[config.mk]
export PLATFORM = sky130hd
export DESIGN_NAME = frame_update_sequencer_flat
export DESIGN_NICKNAME = d
export VERILOG_FILES = /design/src/rtl/stg_pkg.sv /design/src/rtl/frame_update_sequencer_if.sv /design/src/rtl/vsync_edge_sync.sv /design/src/rtl/frame_update_sequencer.sv /design/src/flat_wrapper.sv
export SDC_FILE = /design/constraint.sdc
export NUM_CORES = 1
export LEC_CHECK = 0
export CORE_MARGIN = 10
export CORE_UTILIZATION = 55
export CTS_CLUSTER_DIAMETER = 150
export DETAILED_ROUTE_END_ITERATION = 8
export PLACE_DENSITY_LB_ADDON = 0.25
export SLEW_MARGIN = 40
export SYNTH_ARGS = -nofsm -noshare
export SYNTH_HDL_FRONTEND = slang
export SYNTH_SLANG_ARGS = --single-unit
[constraint.sdc]
create_clock -name clk -period 2.8 [get_ports clk]
set_input_delay 0.56 -clock clk [delete_from_list [all_inputs] [get_ports clk]]
set_output_delay 0.56 -clock clk [all_outputs]
set_load 0.01 [all_outputs]
[src/rtl/stg_pkg.sv]
// Shared types and constants for the frame update sequencer.
package stg_pkg;

  typedef enum logic [1:0] {
    IDLE,
    UPD,
    JUDGE,
    DONE
  } stg_state_e;

  // Fixed update order: the object index is its slot in each frame.
  localparam int unsigned OBJ_PLAYER    = 0;
  localparam int unsigned OBJ_HECATIA   = 1;
  localparam int unsigned OBJ_MOON      = 2;
  localparam int unsigned OBJ_LASER     = 3;
  localparam int unsigned N_OBJ_DEFAULT = 4;

endpackage

[src/rtl/frame_update_sequencer_if.sv]
// Request/done handshake between the sequencer and the object/judge blocks.
interface frame_update_sequencer_if
  import stg_pkg::*;
#(
  parameter int unsigned N_OBJ = N_OBJ_DEFAULT
) ();

  logic [N_OBJ-1:0] upd_req;
  logic [N_OBJ-1:0] upd_done;
  logic             judge_req;
  logic             judge_done;

  modport master (
    output upd_req,
    output judge_req,
    input  upd_done,
    input  judge_done
  );

  modport slave (
    input  upd_req,
    input  judge_req,
    output upd_done,
    output judge_done
  );

endinterface

[src/rtl/vsync_edge_sync.sv]
// Brings the asynchronous active-low vsync into the clk domain and turns its
// falling edge into a single-cycle frame tick.
module vsync_edge_sync (
  input  logic clk,
  input  logic rstn,
  input  logic vsync,
  output logic frame_tick,
  output logic vsync_sync
);

  logic sync1_q;
  logic sync2_q;
  logic prev_q;

  // Two-flop synchroniser plus one delayed copy for edge detection; idle level is high.
  always_ff @(posedge clk or negedge rstn) begin
    if (!rstn) begin
      sync1_q <= 1'b1;
      sync2_q <= 1'b1;
      prev_q  <= 1'b1;
    end else begin
      sync1_q <= vsync;
      sync2_q <= sync1_q;
      prev_q  <= sync2_q;
    end
  end

  // Falling edge of the synchronised level.
  always_comb begin
    vsync_sync = sync2_q;
    frame_tick = prev_q & ~sync2_q;
  end

endmodule

[src/rtl/frame_update_sequencer.sv]
// Per-frame scheduler: on each (divided) vsync tick, grants one update slot to
// each object in fixed order, then runs the judges, then counts the frame.
module frame_update_sequencer
  import stg_pkg::*;
#(
  parameter int unsigned N_OBJ     = N_OBJ_DEFAULT,
  parameter int unsigned FRAME_DIV = 1,
  parameter int unsigned TIMEOUT   = 1023
) (
  input  logic                             clk,
  input  logic                             rstn,
  input  logic                             vsync,
  input  logic                             game_en,
  input  logic                             pause,
  input  logic                             err_clr,
  frame_update_sequencer_if.master         bus,
  output logic                             busy,
  output logic [15:0]                      frame_cnt,
  output logic                             overrun,
  output logic                             timeout_err
);

  localparam int unsigned CntW = $clog2(TIMEOUT + 1);
  localparam int unsigned IdxW = (N_OBJ > 1) ? $clog2(N_OBJ) : 1;

  localparam logic [CntW-1:0] TimeoutVal = CntW'(TIMEOUT);
  localparam logic [IdxW-1:0] LastIdx    = IdxW'(N_OBJ - 1);
  localparam logic [7:0]      DivLast    = 8'(FRAME_DIV - 1);

  logic frame_tick;
  logic vsync_level;

  vsync_edge_sync u_vsync_edge_sync (
    .clk        (clk),
    .rstn       (rstn),
    .vsync      (vsync),
    .frame_tick (frame_tick),
    .vsync_sync (vsync_level)
  );

  stg_state_e       state_q, state_d;
  logic [IdxW-1:0]  idx_q, idx_d;
  logic [CntW-1:0]  cnt_q, cnt_d;
  logic [7:0]       div_q, div_d;
  logic             armed_q, armed_d;
  logic [N_OBJ-1:0] upd_req_q, upd_req_d;
  logic             judge_req_q, judge_req_d;
  logic [15:0]      frame_cnt_q, frame_cnt_d;
  logic             overrun_q, overrun_d;
  logic             timeout_err_q, timeout_err_d;

  logic             done_cur;
  logic [CntW-1:0]  cnt_inc;
  logic             timeout_hit;
  logic             phase_end;

  // Phase completion: done only counts once it has been seen low in this phase.
  always_comb begin
    done_cur = 1'b0;
    if (state_q == UPD) begin
      done_cur = bus.upd_done[idx_q];
    end else if (state_q == JUDGE) begin
      done_cur = bus.judge_done;
    end
    cnt_inc     = (cnt_q == TimeoutVal) ? cnt_q : cnt_q + CntW'(1);
    timeout_hit = ((state_q == UPD) || (state_q == JUDGE)) && (cnt_inc == TimeoutVal);
    phase_end   = (armed_q && done_cur) || timeout_hit;
  end

  // Next-state, divider, counters and sticky flags.
  always_comb begin
    state_d       = state_q;
    idx_d         = idx_q;
    cnt_d         = cnt_inc;
    div_d         = div_q;
    armed_d       = armed_q | ~done_cur;
    frame_cnt_d   = frame_cnt_q;
    overrun_d     = overrun_q;
    timeout_err_d = timeout_err_q;

    // Clear first so a coinciding set condition below wins.
    if (err_clr) begin
      overrun_d     = 1'b0;
      timeout_err_d = 1'b0;
    end
    if (frame_tick && (state_q != IDLE)) begin
      overrun_d = 1'b1;
    end

    unique case (state_q)
      IDLE: begin
        idx_d   = '0;
        cnt_d   = '0;
        armed_d = 1'b0;
        if (frame_tick) begin
          if (div_q == DivLast) begin
            div_d = 8'd0;
            if (game_en && !pause) begin
              state_d = UPD;
            end
          end else begin
            div_d = div_q + 8'd1;
          end
        end
      end
      UPD: begin
        if (!game_en) begin
          state_d = IDLE;
          idx_d   = '0;
          div_d   = 8'd0;
        end else if (phase_end) begin
          cnt_d   = '0;
          armed_d = 1'b0;
          if (timeout_hit) begin
            timeout_err_d = 1'b1;
          end
          if (idx_q == LastIdx) begin
            state_d = JUDGE;
          end else begin
            idx_d = idx_q + IdxW'(1);
          end
        end
      end
      JUDGE: begin
        if (!game_en) begin
          state_d = IDLE;
          idx_d   = '0;
          div_d   = 8'd0;
        end else if (phase_end) begin
          cnt_d   = '0;
          armed_d = 1'b0;
          state_d = DONE;
          if (timeout_hit) begin
            timeout_err_d = 1'b1;
          end
        end
      end
      DONE: begin
        frame_cnt_d = frame_cnt_q + 16'd1;
        state_d     = IDLE;
        idx_d       = '0;
        cnt_d       = '0;
        armed_d     = 1'b0;
      end
      default: begin
        state_d = IDLE;
      end
    endcase

    // Grants are decoded from the next state so they are registered outputs.
    upd_req_d = '0;
    if (state_d == UPD) begin
      upd_req_d[idx_d] = 1'b1;
    end
    judge_req_d = (state_d == JUDGE);
  end

  // State and output registers.
  always_ff @(posedge clk or negedge rstn) begin
    if (!rstn) begin
      state_q       <= IDLE;
      idx_q         <= '0;
      cnt_q         <= '0;
      div_q         <= 8'd0;
      armed_q       <= 1'b0;
      upd_req_q     <= '0;
      judge_req_q   <= 1'b0;
      frame_cnt_q   <= 16'd0;
      overrun_q     <= 1'b0;
      timeout_err_q <= 1'b0;
    end else begin
      state_q       <= state_d;
      idx_q         <= idx_d;
      cnt_q         <= cnt_d;
      div_q         <= div_d;
      armed_q       <= armed_d;
      upd_req_q     <= upd_req_d;
      judge_req_q   <= judge_req_d;
      frame_cnt_q   <= frame_cnt_d;
      overrun_q     <= overrun_d;
      timeout_err_q <= timeout_err_d;
    end
  end

  // Output drive.
  always_comb begin
    bus.upd_req   = upd_req_q;
    bus.judge_req = judge_req_q;
    busy          = (state_q != IDLE);
    frame_cnt     = frame_cnt_q;
    overrun       = overrun_q;
    timeout_err   = timeout_err_q;
  end

endmodule

[src/flat_wrapper.sv]
// flat-port wrapper written by rule: the top's interface ports become plain ports
module frame_update_sequencer_flat import stg_pkg::*;
#(
  parameter int unsigned N_OBJ     = N_OBJ_DEFAULT,
  parameter int unsigned FRAME_DIV = 1,
  parameter int unsigned TIMEOUT   = 1023
)
  (clk, rstn, vsync, game_en, pause, err_clr, busy, frame_cnt, overrun, timeout_err, bus_upd_req, bus_judge_req, bus_upd_done, bus_judge_done);
  frame_update_sequencer_if #(.N_OBJ(N_OBJ)) bus_i ();
  input  logic clk;
  input  logic rstn;
  input  logic vsync;
  input  logic game_en;
  input  logic pause;
  input  logic err_clr;
  output logic busy;
  output logic [15:0] frame_cnt;
  output logic overrun;
  output logic timeout_err;
  output wire logic [$bits(bus_i.upd_req)-1:0] bus_upd_req;
  output wire logic [$bits(bus_i.judge_req)-1:0] bus_judge_req;
  input wire logic [$bits(bus_i.upd_done)-1:0] bus_upd_done;
  input wire logic [$bits(bus_i.judge_done)-1:0] bus_judge_done;
  assign bus_upd_req = bus_i.upd_req;
  assign bus_judge_req = bus_i.judge_req;
  assign bus_i.upd_done = bus_upd_done;
  assign bus_i.judge_done = bus_judge_done;
  frame_update_sequencer #(.N_OBJ(N_OBJ), .FRAME_DIV(FRAME_DIV), .TIMEOUT(TIMEOUT)) u_core (.clk(clk), .rstn(rstn), .vsync(vsync), .game_en(game_en), .pause(pause), .err_clr(err_clr), .bus(bus_i), .busy(busy), .frame_cnt(frame_cnt), .overrun(overrun), .timeout_err(timeout_err));
endmodule
==> summary.md, run 1 <==
| Metric | Value |
|---|---|
| Reg2Reg Depth | 7 |
| Post-Synthesis Cells | 258 |
| Syn Std Cell Area | 2610 µm² |
| Largest net degree at the start of global routing | 27 |
| Hold WC Path Type | primary input to asynchronous set/reset pin |
| Period utilisation layout | 88.1% |
| Gate power share | 12.3% |
| Slew Viols, Final | 0 |
| FF-to-FF End | u_core.bus.upd_req[0]$_DFF_PN0_ |
| Most frequent cells in the layout | dfrtp_1, clkdlybuf4s50_1, nand2_1 |
| Clock root cell | clkbuf_8 |
| Crit end category | register |
| Placer Congestion | 0.853 |
| Top Ports | 35 |
| Post-route cell area | 3090 µm² |
| Post-synth top area cell | dfrtp_1 |
| Warnings from Yosys | 0 |
| Reg power frac | 57.3% |
| Syn Nets | 279 |
| Number of global-route vias before repair | 1898 |
| Max Cap Violations | 0 |
| First-pass GRT wire length | 9.05 mm |
| Max Buffers Root-to-Sink | 2 |
| Die Width | 88.9 µm |
| Wire per inst | 14.7 µm |
| IO buf count | 34 |
| Layout cells sized above 1 | 11.7% |
| Area contributors post-synth | dfrtp_1, ha_1, nand2_1 |
| Most common cell after layout, fill and taps aside | dfrtp_1 |
| Area share of the largest cell type after synthesis | 44.0% |
| Die height | 88.9 µm |
| Htree depth | 2 |
| Crit path kind | register to register |
| Register bit total from synthesis | 49 |
| CP Max Fanout | 9 |
| CTS Sinks | 49 |
| Leakage Power | 1.34 nW |
| End point of the critical path | u_core.bus.upd_req[0]$_DFF_PN0_ |
| Required time of the critical path | 3.03 ns |
| # hold bufs at CTS | 0 |
| Cell Int Power | 1.02 mW |
| Fmax | 405 MHz |
| Final Hold Violating Endpoints | 0 |
| Internal reg-to-reg setup slack | 0.33 ns |
| Die area | 7910 µm² |
| Antenna violations before repair | 0 |
| RSZ-0062 raised after global routing | no |
| Fin nets | 319 |
| Outcome | complete, no violations |
| Psw | 0.406 mW |
| First DRT Iteration DRCs | 96 |
| Tmin final | 2.47 ns |
| Netlist cell types | 54 |
| Slew HR | 64.4% |
| Power density cells | 460 nW/µm² |
| Core box area | 4660 µm² |
| Placement Rows | 25 |
| DP HPWL | 3.88 mm |
| Worst-path clk slew | 0.10 ns |
| Ys flop type | dfrtp_1 |
| Critical Path AT | 2.70 ns |
| CTS tree | yes |
| N_diodes | 0 |
| Pre-Repair DR Iteration Count | 4 |
| CTS Buf Count | 5 |
| DRC violations left | 0 |
| Worst vdd ir | 367 µV |
| Initial Utilization | 56.1% |
| Sw Share | 28.5% |
| Part of the power in the clock network | 30.3% |
| Post-synth EDFFs | 0 |
| Crit path from | u_core.cnt_q[2]$_DFF_PN0_ |
| GRT Residual Overflow | 0 |
| Vias/cell | 5.50 |
| Sequential area share after synthesis | 47.1% |
| Tightest Pin Transition | 0.534 ns |
| Overall Global Routing Usage | 14.3% |
| Syn-to-layout area delta | 18.3% |
| Clk_skew | 0.00897 ns |
| Clock latency on the worst-skew pair | 0.31 ns |
| Final setup TNS | 0 ns |
| FF-to-FF Start | u_core.cnt_q[2]$_DFF_PN0_ |
| Async S/R FF share, synth | 100% |
| Final ANT Viol Nets | 0 |
| WL final | 5.18 mm |
| Startpoint Class | register |
| Final setup vio count | 0 |
| Area post-placement | 3000 µm² |
| Syn avg cell area | 10.1 µm² |
| DR vias | 1942 |
cell type report:
| cell class | count | area [µm²] |
|---|---|---|
| tap | 54 | 67.6 |
| clock inverter | 3 | 25.0 |
| inverter | 15 | 56.3 |
| multi-input combinational | 187 | 1260 |
| timing repair buffer | 40 | 380 |
| sequential | 49 | 1230 |
| clock buffer | 5 | 68.8 |
| fill | 376 | 1570 |
cells by family (layout without fill, tap and decap cells):
| group | Yosys count | count (layout) | share of synthesized area [%] |
|---|---|---|---|
| AO/OA/AOI/OAI | 47 | 47 | 11.2 |
| XOR/XNOR | 20 | 20 | 6.70 |
| adder cells (fa/ha/maj) | 10 | 10 | 4.79 |
| buffers and inverters | 22 | 63 | 4.64 |
| flip-flops | 49 | 49 | 47.1 |
| multiplexers | 6 | 6 | 3.16 |
| AND/OR/NAND/NOR | 104 | 104 | 22.5 |
Yosys cell counts (2+ instances only):
master / count
xor2_1: 9
o21ai_0: 17
and3_1: 6
a31oi_1: 2
nor3_1: 4
nand3_1: 7
o211ai_1: 3
nand2b_1: 2
a21oi_1: 10
dfstp_2: 3
and2_1: 3
a32o_1: 2
nand4_1: 12
nor3b_2: 2
ha_1: 10
or2b_1: 2
mux2i_2: 2
nor2b_1: 3
buf_6: 4
mux2_2: 2
nor3b_1: 2
dfrtp_1: 46
o31ai_1: 2
and4_2: 2
nand2_1: 27
a21o_1: 2
inv_1: 14
nor2_1: 22
xnor2_1: 11
per-stage QoR:
step / hold WS [ns] / total power [mW] / cells / util [%] / setup WS, ns
3_5_place_dp: 0.348 / 1.00 / 345 / 64.3 / 0.187
5_1_grt: 0.255 / 1.51 / 353 / 66.4 / 0.0927
3_3_place_gp: 0.347 / 0.992 / 345 / 64.3 / 0.232
6_report: 0.217 / 1.42 / 353 / 66.4 / 0.333
4_1_cts: 0.227 / 1.44 / 353 / 66.3 / 0.246
2_1_floorplan: 0.264 / 0.931 / 258 / - / 0.564
how the worst min path moves through the flow:
stage,from,to,cells past startpoint
2_1_floorplan,rstn,u_core.armed_q$_DFF_PN0_,0
3_3_place_gp,u_core.u_vsync_edge_sync.sync1_q$_DFF_PN1_,u_core.u_vsync_edge_sync.vsync_sync$_DFF_PN1_,0
3_5_place_dp,u_core.u_vsync_edge_sync.sync1_q$_DFF_PN1_,u_core.u_vsync_edge_sync.vsync_sync$_DFF_PN1_,0
4_1_cts,rstn,u_core.frame_cnt[15]$_DFFE_PN0N_,1
5_1_grt,rstn,u_core.frame_cnt[15]$_DFFE_PN0N_,1
6_report,rstn,u_core.frame_cnt[15]$_DFFE_PN0N_,1
registers in the layout, summed over array words and instances (netlist names):
signal,flops
u_core.armed_q,1
u_core.u_vsync_edge_sync.sync1_q,1
u_core.frame_cnt,16
u_core.overrun,1
u_core.bus.upd_req,4
u_core.state_q,2
u_core.idx_q,2
u_core.div_q,8
u_core.bus.judge_req,1
u_core.u_vsync_edge_sync.prev_q,1
u_core.cnt_q,10
u_core.timeout_err,1
u_core.u_vsync_edge_sync.vsync_sync,1
power groups by stage:
stage	clock network (mW)	registers [mW]	logic, mW
after floorplan	0	0.814	0.116
after global placement	0	0.826	0.166
after detailed placement	0	0.828	0.177
after CTS	0.449	0.816	0.176
after global routing	0.475	0.827	0.206
final	0.432	0.817	0.175
routing by layer:
layer  routed length, µm  share of wire (%)  GRT usage, %  vias up
met4                  75                1.4          4.77        0
li1                    -                  -             -      980
met5                   0                  0             0        -
met3                 350                6.8          4.47        5
met2                2360                 46          22.3       36
met1                2390                 46          18.5      921
worst max-delay path, cell delays in order, from the launching register on:
cell     delay, ns
dfrtp_1       0.51
and4_4        0.34
nand4_1       0.15
mux2i_2       0.20
nor4_4        0.50
mux2i_1       0.34
nand3_2       0.16
nor3b_2       0.18
timing repair:
item / in CTS / in global routing
endpoints found under the setup margin: 0 / 1
gates resized for setup: 0 / 1
buffers inserted: 0 / 0
endpoints found under the hold margin: 0 / 0
Power figures use the tool's default switching activity.
==> inputs of run 2 (changes only) <==
--- a/config.mk
+++ b/config.mk
@@ -5,8 +5,10 @@
 export SDC_FILE = /design/constraint.sdc
 export NUM_CORES = 1
 export LEC_CHECK = 0
+export CELL_PAD_IN_SITES_DETAIL_PLACEMENT = 1
+export CELL_PAD_IN_SITES_GLOBAL_PLACEMENT = 2
 export CORE_MARGIN = 10
-export CORE_UTILIZATION = 55
+export CORE_UTILIZATION = 35
 export CTS_CLUSTER_DIAMETER = 150
 export DETAILED_ROUTE_END_ITERATION = 8
 export PLACE_DENSITY_LB_ADDON = 0.25
==> summary.md, run 2 (synthesis gave the netlist of run 1 again) <==
| Metric | Value |
|---|---|
| Outcome | complete, no violations |
| Most common cell after layout, fill and taps aside | dfrtp_1 |
| Clock root cell | clkbuf_8 |
| End point of the critical path | u_core.bus.upd_req[3]$_DFF_PN0_ |
| Slew HR | 62.4% |
| DRC violations left | 0 |
| Overall Global Routing Usage | 11.0% |
| WL final | 5.97 mm |
| Pre-Repair DR Iteration Count | 4 |
| First DRT Iteration DRCs | 39 |
| Largest net degree at the start of global routing | 26 |
| Die Width | 106 µm |
| FF-to-FF Start | u_core.cnt_q[2]$_DFF_PN0_ |
| Htree depth | 2 |
| Top Ports | 35 |
| Final ANT Viol Nets | 0 |
| Core box area | 7250 µm² |
| Filler instances | 850 |
| Most frequent cells in the layout | dfrtp_1, clkdlybuf4s50_1, nand2_1 |
| DP HPWL | 4.50 mm |
| IO buf count | 34 |
| Tmin final | 2.46 ns |
| First-pass GRT wire length | 10.4 mm |
| Die height | 106 µm |
| Required time of the critical path | 3.02 ns |
| Tot Pwr | 1.43 mW |
| Power density cells | 451 nW/µm² |
| Wire per inst | 14.9 µm |
| Placement Rows | 31 |
| # hold bufs at CTS | 0 |
| Fin nets | 323 |
| Max reg flops | 16 |
| FF-to-FF End | u_core.bus.upd_req[3]$_DFF_PN0_ |
| Crit path kind | register to register |
| Post-route cell area | 3180 µm² |
| CP Max Fanout | 9 |
| Critical Path AT | 2.68 ns |
| Die area | 11300 µm² |
| Slew Viols, Final | 0 |
| Max Buffers Root-to-Sink | 2 |
| CTS Buf Count | 5 |
| GRT Residual Overflow | 0 |
| Final setup TNS | 0 ns |
| CTS Sinks | 49 |
| Crit end category | register |
| Clk_skew | 0.0108 ns |
| Antenna violations before repair | 0 |
| CTS tree | yes |
| Final setup vio count | 0 |
| Internal reg-to-reg setup slack | 0.34 ns |
| Number of global-route vias before repair | 2121 |
| Met1 Wirelength | 2.87 mm |
| Worst vdd ir | 297 µV |
| Tightest Pin Transition | 0.564 ns |
| N_diodes | 0 |
| Top Layer Used | met4 |
| RSZ-0062 raised after global routing | no |
| Reg2Reg Depth | 7 |
| Crit path from | u_core.cnt_q[2]$_DFF_PN0_ |
| Clock latency on the worst-skew pair | 0.30 ns |
| Final Hold Violating Endpoints | 0 |
| Fmax | 407 MHz |
| Period utilisation layout | 87.8% |
| DR vias | 2005 |
| Wire length on met2 | 2.78 mm |
| Syn-to-layout area delta | 21.6% |
| Placer Congestion | 0.725 |
| Initial Utilization | 36.0% |
| Startpoint Class | register |
| Hold WC Path Type | primary input to asynchronous set/reset pin |
| Area post-placement | 3080 µm² |
| Layout cells sized above 1 | 12.9% |
| Worst-path clk slew | 0.10 ns |
| Leakage Power | 1.36 nW |
| Vias/cell | 4.99 |
| Max Cap Violations | 0 |
| WL met3 | 258 µm |
## run 2: cell count changes in the layout (fill, tap and decap cells not counted)
cell	before	now
buf_4	6	10
clkinv_4	0	1
inv_6	2	1
## run 2: layout make-up
type                            instances  area (µm²)  share of cell area, %
Clock buffer                            5        68.8                   2.16
Clock inverter                          3        25.0                  0.787
Inverter                               15        56.3                   1.77
Multi-Input combinational cell        187        1260                   39.8
Sequential cell                        49        1230                   38.7
Tap cell                               99         124                   3.90
Timing Repair Buffer                   44         410                   12.9
## run 2: worst min-delay path by stage
| stage | endpoint | cells past startpoint | startpoint |
|---|---|---|---|
| 2_1_floorplan | u_core.armed_q$_DFF_PN0_ | 0 | rstn |
| 3_3_place_gp | u_core.u_vsync_edge_sync.vsync_sync$_DFF_PN1_ | 0 | u_core.u_vsync_edge_sync.sync1_q$_DFF_PN1_ |
| 3_5_place_dp | u_core.u_vsync_edge_sync.vsync_sync$_DFF_PN1_ | 0 | u_core.u_vsync_edge_sync.sync1_q$_DFF_PN1_ |
| 4_1_cts | u_core.cnt_q[7]$_DFF_PN0_ | 1 | rstn |
| 5_1_grt | u_core.cnt_q[1]$_DFF_PN0_ | 1 | rstn |
| 6_report | u_core.cnt_q[6]$_DFF_PN0_ | 1 | rstn |
## run 2: routing by layer
layer / vias to the layer above / track usage (%)
met4: 0 / 3.48
li1: 995 / -
met1: 979 / 13.9
met3: 4 / 2.78
met5: - / 0
met2: 27 / 18.0
## run 2: worst max-delay path, cell delays in order (launching register included)
cell,delay (ns)
dfrtp_1,0.51
and3_2,0.27
mux2_2,0.34
a32o_1,0.23
nor4_4,0.37
o21ai_1,0.10
a211o_1,0.36
nor3_1,0.18
## run 2: repair_timing
action                     CTS  global route
setup endpoints to repair    0             2
buffers inserted             0             0
hold endpoints to repair     0             0
gates resized for setup      0             1
## run 2: power breakdown
part	leakage, nW	switching [mW]	internal, mW
clock network	0.0447	0.259	0.181
logic	0.646	0.0985	0.0782
registers	0.665	0.0587	0.758
total	1.36	0.416	1.02
## run 2: stage by stage
stage          instances  setup slack [ns]  hold slack, ns  util (%)
5_1_grt              402             0.107           0.269      43.8
6_report             402             0.341           0.235      43.8
2_1_floorplan        258             0.564           0.264         -
3_5_place_dp         394             0.157           0.348      42.5
3_3_place_gp         394             0.227           0.346      42.5
4_1_cts              402             0.216           0.253      43.8
==> inputs of run 3 (changes only) <==
--- a/config.mk
+++ b/config.mk
@@ -7,7 +7,7 @@
 export LEC_CHECK = 0
 export CELL_PAD_IN_SITES_DETAIL_PLACEMENT = 1
 export CELL_PAD_IN_SITES_GLOBAL_PLACEMENT = 2
-export CORE_MARGIN = 10
+export CORE_MARGIN = 1
 export CORE_UTILIZATION = 35
 export CTS_CLUSTER_DIAMETER = 150
 export DETAILED_ROUTE_END_ITERATION = 8
==> summary.md, run 3 (synthesis gave the netlist of run 1 again) <==
| Metric | Value |
|---|---|
| Crit path from | u_core.cnt_q[1]$_DFF_PN0_ |
| Required time of the critical path | 3.02 ns |
| CTS tree | yes |
| CTS Buf Count | 5 |
| DP HPWL | 4.35 mm |
| Crit path kind | register to register |
| Leakage Power | 1.37 nW |
| Die area | 7820 µm² |
| FF-to-FF Start | u_core.cnt_q[1]$_DFF_PN0_ |
| Die height | 88.4 µm |
| WP buf/inv | 0 |
| Final worst setup slack | 0.229 ns |
| Core box area | 7250 µm² |
| CP Max Fanout | 13 |
| Max reg flops | 16 |
| Die Width | 88.4 µm |
| Wire per inst | 14.2 µm |
| Final ANT Viol Nets | 0 |
| Antenna violations before repair | 0 |
| Critical Path AT | 2.79 ns |
| Placement Rows | 31 |
| CTS Sinks | 49 |
| Startpoint Class | register |
| DR vias | 2059 |
| Most frequent cells in the layout | dfrtp_1, clkdlybuf4s50_1, nand2_1 |
| Critical Path Max Stage Delay | 0.48 ns |
| First-pass GRT wire length | 9.74 mm |
| Tmin final | 2.57 ns |
| Number of global-route vias before repair | 1992 |
| Placer Congestion | 0.724 |
| Clock latency on the worst-skew pair | 0.30 ns |
| Final core utilization | 44.1% |
| Cell Count, Final, Fillers Out | 402 |
| Power density cells | 473 nW/µm² |
| Fin nets | 323 |
| Final setup TNS | 0 ns |
| Slowest CP cell | ha_1 |
| Fmax | 389 MHz |
| Outcome | complete, no violations |
| Syn-to-layout area delta | 22.4% |
| Crit-path cells | ha_1 > nand4_1 > mux2i_2 > nor4_4 > mux2i_1 > nand3_2 > nor3b_2 |
| Tightest Pin Transition | 0.489 ns |
| RSZ-0062 raised after global routing | no |
| Most common cell after layout, fill and taps aside | dfrtp_1 |
| Worst vdd ir | 260 µV |
| Dpl ws | 0.138 ns |
| Hold WC Path Type | primary input to asynchronous set/reset pin |
| Max Buffers Root-to-Sink | 2 |
| Vias/cell | 5.12 |
| Initial Utilization | 36.0% |
| Cell family with most CP delay | simple AND/OR/NAND/NOR gates |
| Clock root cell | clkbuf_8 |
| First DRT Iteration DRCs | 66 |
| Hold Slack | 0.230 ns |
| Overall Global Routing Usage | 16.2% |
| Crit end category | register |
| Worst-path clk slew | 0.09 ns |
| WL final | 5.72 mm |
| Htree depth | 2 |
| Postcts setup bufs | 0 |
| Final Hold Violating Endpoints | 0 |
| Max Cap Violations | 0 |
| GRT Residual Overflow | 0 |
| Slew Viols, Final | 0 |
| Final setup vio count | 0 |
| Top Ports | 35 |
| Slew HR | 67.4% |
| Period utilisation layout | 91.8% |
| IO buf count | 34 |
| DRC violations left | 0 |
| N_diodes | 0 |
| # hold bufs at CTS | 0 |
| Largest net degree at the start of global routing | 29 |
| Pre-Repair DR Iteration Count | 4 |
| Layout cells sized above 1 | 12.5% |
| Placed Instances | 394 |
| Clk_skew | 0.00992 ns |
| Cts repair resizes | 0 |
-- run 3: cell count changes in the layout (fill, tap and decap cells not counted) --
cell,before,now
ha_1,9,10
ha_2,1,0
bufinv_16,0,1
inv_6,1,0
-- run 3: layout make-up --
type / count / area, µm²
Fill cell: 842 / 4060
Multi-Input combinational cell: 187 / 1260
Sequential cell: 49 / 1230
Timing Repair Buffer: 44 / 410
Tap cell: 99 / 124
Clock buffer: 5 / 68.8
Inverter: 15 / 56.3
Clock inverter: 3 / 46.3
-- run 3: worst paths after layout --
check / to / slack (ns) / depth (start not counted)
worst max-delay path: u_core.bus.upd_req[0]$_DFF_PN0_ / 0.23 / 7
worst min-delay path: u_core.cnt_q[9]$_DFF_PN0_ / 0.23 / 2
worst max register to register: u_core.bus.upd_req[0]$_DFF_PN0_ / 0.23 / 7
worst min register to register: u_core.u_vsync_edge_sync.vsync_sync$_DFF_PN1_ / 0.36 / 0
max in group asynchronous: u_core.div_q[6]$_DFFE_PN0P_ / 2.25 / 2
min in group clk: u_core.u_vsync_edge_sync.vsync_sync$_DFF_PN1_ / 0.36 / 0
-- run 3: where the power goes --
group	internal, mW	switching [mW]
logic	0.0787	0.0976
clock network	0.268	0.252
registers	0.758	0.0592
-- run 3: layer usage --
layer,global-route usage [%],wire length [µm]
met5,0,0
met4,3.96,53
met3,3.08,152
met2,27.6,2800
met1,21.3,2720
-- run 3: stage by stage --
stage               cell area [µm²]  total power [mW]
finish                         3200              1.51
global route                   3200              1.60
CTS                            3200              1.55
detailed placement             3080              1.01
global placement               3080              1.00
floorplan                      2610             0.931
